### src/rtl/alu_exec_sequencer.sv
// Multicycle control/register stage feeding a 16-bit ALU.
// Owns an 8x16 register file; mv/mvi bypass the ALU.
module alu_exec_sequencer #(
  parameter int DATA_W = 16,
  parameter int NREGS  = 8
) (
  input  logic              clock,
  input  logic              resetn,
  input  logic              run,
  input  logic [DATA_W-1:0] din,
  input  logic [DATA_W-1:0] alu_result,
  output logic [DATA_W-1:0] alu_a,
  output logic [DATA_W-1:0] alu_b,
  output logic [3:0]        alu_op,
  output logic              busy,
  output logic              done,
  output logic              illegal,
  input  logic [2:0]        dbg_addr,
  output logic [DATA_W-1:0] dbg_data
);

  typedef enum logic [2:0] {
    S_IDLE, S_DECODE, S_IMM, S_EXEC, S_WB
  } state_t;

  state_t            state_q, state_d;
  logic [15:6]       ir_q, ir_d;
  logic [DATA_W-1:0] a_q, a_d;
  logic [DATA_W-1:0] b_q, b_d;
  logic [DATA_W-1:0] g_q, g_d;
  logic [3:0]        op_q, op_d;
  logic              done_q, done_d;
  logic              ill_q, ill_d;
  logic              wr_en;
  logic [DATA_W-1:0] rf_q [NREGS];

  logic [3:0] op;
  logic [2:0] rx;
  logic [2:0] ry;
  logic       is_mv;
  logic       is_mvi;
  logic       is_alu;

  assign op     = ir_q[15:12];
  assign rx     = ir_q[11:9];
  assign ry     = ir_q[8:6];
  assign is_mv  = (op == 4'd1);
  assign is_mvi = (op == 4'd2);
  assign is_alu = (op >= 4'd5) && (op <= 4'd10);

  always_comb begin
    state_d = state_q;
    ir_d    = ir_q;
    a_d     = a_q;
    b_d     = b_q;
    g_d     = g_q;
    op_d    = 4'd0;
    done_d  = 1'b0;
    ill_d   = 1'b0;
    wr_en   = 1'b0;
    unique case (state_q)
      S_IDLE: begin
        if (run) begin
          ir_d    = din[15:6];
          state_d = S_DECODE;
        end
      end
      S_DECODE: begin
        a_d = rf_q[rx];
        b_d = rf_q[ry];
        unique case (1'b1)
          is_mv: begin
            g_d     = rf_q[ry];
            state_d = S_WB;
          end
          is_mvi: state_d = S_IMM;
          is_alu: begin
            // opcode is registered so it is stable for all of EXEC
            op_d    = op;
            state_d = S_EXEC;
          end
          default: begin
            done_d  = 1'b1;
            ill_d   = 1'b1;
            state_d = S_IDLE;
          end
        endcase
      end
      S_IMM: begin
        g_d     = din;
        state_d = S_WB;
      end
      S_EXEC: begin
        g_d     = alu_result;
        state_d = S_WB;
      end
      S_WB: begin
        wr_en   = 1'b1;
        done_d  = 1'b1;
        state_d = S_IDLE;
      end
      default: state_d = S_IDLE;
    endcase
  end

  always_ff @(posedge clock or negedge resetn) begin
    if (!resetn) begin
      state_q <= S_IDLE;
      ir_q    <= '0;
      a_q     <= '0;
      b_q     <= '0;
      g_q     <= '0;
      op_q    <= '0;
      done_q  <= 1'b0;
      ill_q   <= 1'b0;
      for (int i = 0; i < NREGS; i++) rf_q[i] <= '0;
    end else begin
      state_q <= state_d;
      ir_q    <= ir_d;
      a_q     <= a_d;
      b_q     <= b_d;
      g_q     <= g_d;
      op_q    <= op_d;
      done_q  <= done_d;
      ill_q   <= ill_d;
      if (wr_en) rf_q[rx] <= g_q;
    end
  end

  assign alu_a    = a_q;
  assign alu_b    = b_q;
  assign alu_op   = op_q;
  assign busy     = (state_q != S_IDLE);
  assign done     = done_q;
  assign illegal  = ill_q;
  assign dbg_data = rf_q[dbg_addr];

endmodule

### config.mk
export PLATFORM = sky130hd
export DESIGN_NAME = alu_exec_sequencer
export DESIGN_NICKNAME = d
export VERILOG_FILES = /design/src/rtl/alu_exec_sequencer.sv
export SDC_FILE = /design/constraint.sdc
export NUM_CORES = 1
export LEC_CHECK = 0
export BUFFER_PORTS_ARGS = -buffer_cell sky130_fd_sc_hd__clkbuf_2
export CELL_PAD_IN_SITES_DETAIL_PLACEMENT = 0
export CELL_PAD_IN_SITES_GLOBAL_PLACEMENT = 1
export CORE_ASPECT_RATIO = 0.8
export CORE_MARGIN = 5
export CORE_UTILIZATION = 54
export CTS_CLUSTER_SIZE = 24
export DETAILED_ROUTE_END_ITERATION = 12
export PLACE_DENSITY_LB_ADDON = 0.1
export SLEW_MARGIN = 20
export SYNTH_ARGS = -nofsm -noshare
export SYNTH_HDL_FRONTEND = slang
export SYNTH_SLANG_ARGS = --single-unit
### constraint.sdc
create_clock -name clock -period 4.2 [get_ports clock]
set_input_delay 0.84 -clock clock [delete_from_list [all_inputs] [get_ports clock]]
set_output_delay 0.84 -clock clock [all_outputs]
set_load 0.1 [all_outputs]
==> impl_metrics.py <==
metrics = {
    "global_routing": {
        "grt_pass1_vias": 7133,
        "grt_use_total": 0.254,
        "grt_pass1_wl_um": 43300,
        "grt_max_degree": 118,
        "grt_overflow": 0,
        "antenna_found_initial": 0,
    },
    "drt": {
        "wl_um": 27500,
        "drt_iter0_markers": 674,
        "vias": 6847,
        "postRouteAntennaNets": 0,
        "drcViolationCount": 0,
        "vias_per_cell": 6.54,
        "routedWlPerCell_um": 26.3,
        "firstDrtPassIters": 4,
    },
    "run_status": {
        "status": "finished, final reports clean",
    },
    "logic_synthesis": {
        "synth_area_leaders": "dfrtp_1 46%, mux4_2 20%, mux2_2 16%, mux2i_1 4.5%, o21ai_0 1.8%",
        "synth_cell_types": 33,
        "synth_warnings": 0,
        "syn_area_mm2": 0.0106,
        "synth_top_cell_area_share": 0.462,
        "syn_area_per_cell_um2": 14.8,
        "netlist_instances": 715,
        "synth_top_cell_by_area": "dfrtp_1",
        "yosysSeqAreaShare": 0.462,
        "ys_ff_latch": 195,
        "synth.net_count": 753,
    },
    "sta": {
        "setup-violations-final": 0,
        "fmax_mhz": 299,
        "worstMarginPinSlew_ps": 1120,
        "rsz0062_at_grt": "false",
        "relSlewSlack": 0.253,
        "clock_skew_ps": 10.3,
        "setup_tns_ps": 0,
        "min_period_ps": 3340,
        "fin_crit_sh": 0.796,
        "maxSlewViolCount": 0,
        "finalHoldViolations": 0,
    },
    "floorplanning": {
        "core_mm2": 0.0191,
        "start_util": 0.554,
        "die_area_mm2": 0.0225,
        "io_pins": 93,
        "die_height_um": 135,
        "num_rows": 45,
        "die_x_um": 166,
    },
    "clock_tree": {
        "numCtsBuffers": 17,
        "cts_resized": 0,
        "postCtsSetupBuffers": 0,
        "ctsHtreeMaxLevel": 4,
        "insertion_delay_ps": 430,
        "cts_tree": "done",
        "ctsHoldBuffers": 0,
        "clockBufferDepth": 2,
        "path_clk_slew_ps": 60,
        "root_buffer": "clkbuf_16",
        "cts_sinks": 195,
    },
    "setup_path": {
        "r2r_end": "g_q[10]$_DFFE_PN0P_",
        "critical_path_class": "in2out",
        "end_kind": "primary output",
        "cp_data_arrival_time_ps": 2500,
        "worstRegToRegCells": 5,
        "worstSetupStartpoint": "dbg_addr[0]",
        "r2r_setup_slack_ps": 1550,
        "crit_path_start_kind": "input port",
        "r2r-start": "ir_q[7]$_DFFE_PN0P_",
        "cp.required_ps": 3360,
        "cp_max_fo": 32,
    },
    "finish": {
        "diodes": 0,
        "area_delta_synth_final_pct": 10.5,
        "most-common-layout-cells": "192 x dfrtp_1, 153 x mux2_2, 95 x mux4_2, 91 x clkbuf_2, 48 x mux2i_1",
        "nNetsFinal": 816,
        "final_common_cell": "dfrtp_1",
        "drive_gt1_frac": 0.503,
    },
    "flow_run": {
        "maxCapViolCount": 0,
    },
    "placement": {
        "gp_congestion": 0.853,
        "hpwlAfterDp_um": 17700,
        "port_buffers": 92,
    },
    "hold_path": {
        "holdCritPathClass": "reg2reg",
        "hold_start": "alu_a[2]$_DFFE_PN0P_",
        "min_to": "alu_a[2]$_DFFE_PN0P_",
        "hold_depth": 2,
    },
}
worst max path at each step:
stage                         endpoint  slack, ps
after floorplan            dbg_data[0]        990
after global placement    dbg_data[14]        890
after detailed placement  dbg_data[14]        850
after CTS                 dbg_data[14]        850
after global routing      dbg_data[14]        810
final                     dbg_data[14]        860
cell type report:
type	count	area (µm²)
clock buffer	19	443
clock inverter	11	105
fill	1462	7410
inverter	3	11.3
multi-input combinational	455	5300
sequential	195	4880
tap	258	323
timing repair buffer	106	612
kinds of logic (layout without fill, tap and decap cells):
kind of cell | Yosys count | count (layout) | synth area share
AOI/OAI and AO/OA | 77 | 77 | 0.0486
buffers and inverters | 65 | 139 | 0.0371
DFF | 195 | 195 | 0.462
muxes | 297 | 297 | 0.413
and+or+nand+nor | 81 | 81 | 0.0391
layer usage:
layer	track usage	share of wire	up-vias
met5	0	0	-
met3	0.0650	0.076	26
met2	0.392	0.46	309
li1	-	-	2888
met4	0.0622	0.012	0
met1	0.366	0.45	3624
Yosys cell counts, drive strengths merged:
cell	number
nor2b	4
inv	3
mux2	153
buf	43
o22ai	1
nor4b	2
a22o	1
nor3	2
o21a	1
dfrtp	195
a22oi	16
nor4	1
mux2i	48
mux4	96
and2	1
nor2	19
o21ai	39
clkbuf	19
nand2b	2
nand2	44
or3	1
a21oi	3
and3	4
o32a	16
nor3b	1
stage by stage:
stage                     hold WS, ps  std cells   util  setup slack, ps  area, µm²
final                             480       1047  0.612              858      11700
after CTS                         486       1047  0.612              855      11700
after detailed placement          472       1017  0.583              853      11100
after global placement            460       1017  0.583              889      11100
after floorplan                   506        715      -              994      10600
after global routing              503       1047  0.612              813      11700
state kept, by name (all words and copies together) (netlist names):
| register | cells |
|---|---|
| alu_b | 16 |
| state_q | 3 |
| ir_q | 10 |
| done | 1 |
| rf_q | 128 |
| illegal | 1 |
| g_q | 16 |
| alu_a | 16 |
| alu_op | 4 |
worst max-delay path, cell delays in order:
cell	delay, ps
clkbuf_2	110
buf_12	280
mux4_2	550
mux2_2	310
clkbuf_2	380
Power is left out: the tool's default activity adds up to more than one toggle a clock period on the data nets, which glitch-free logic cannot reach.
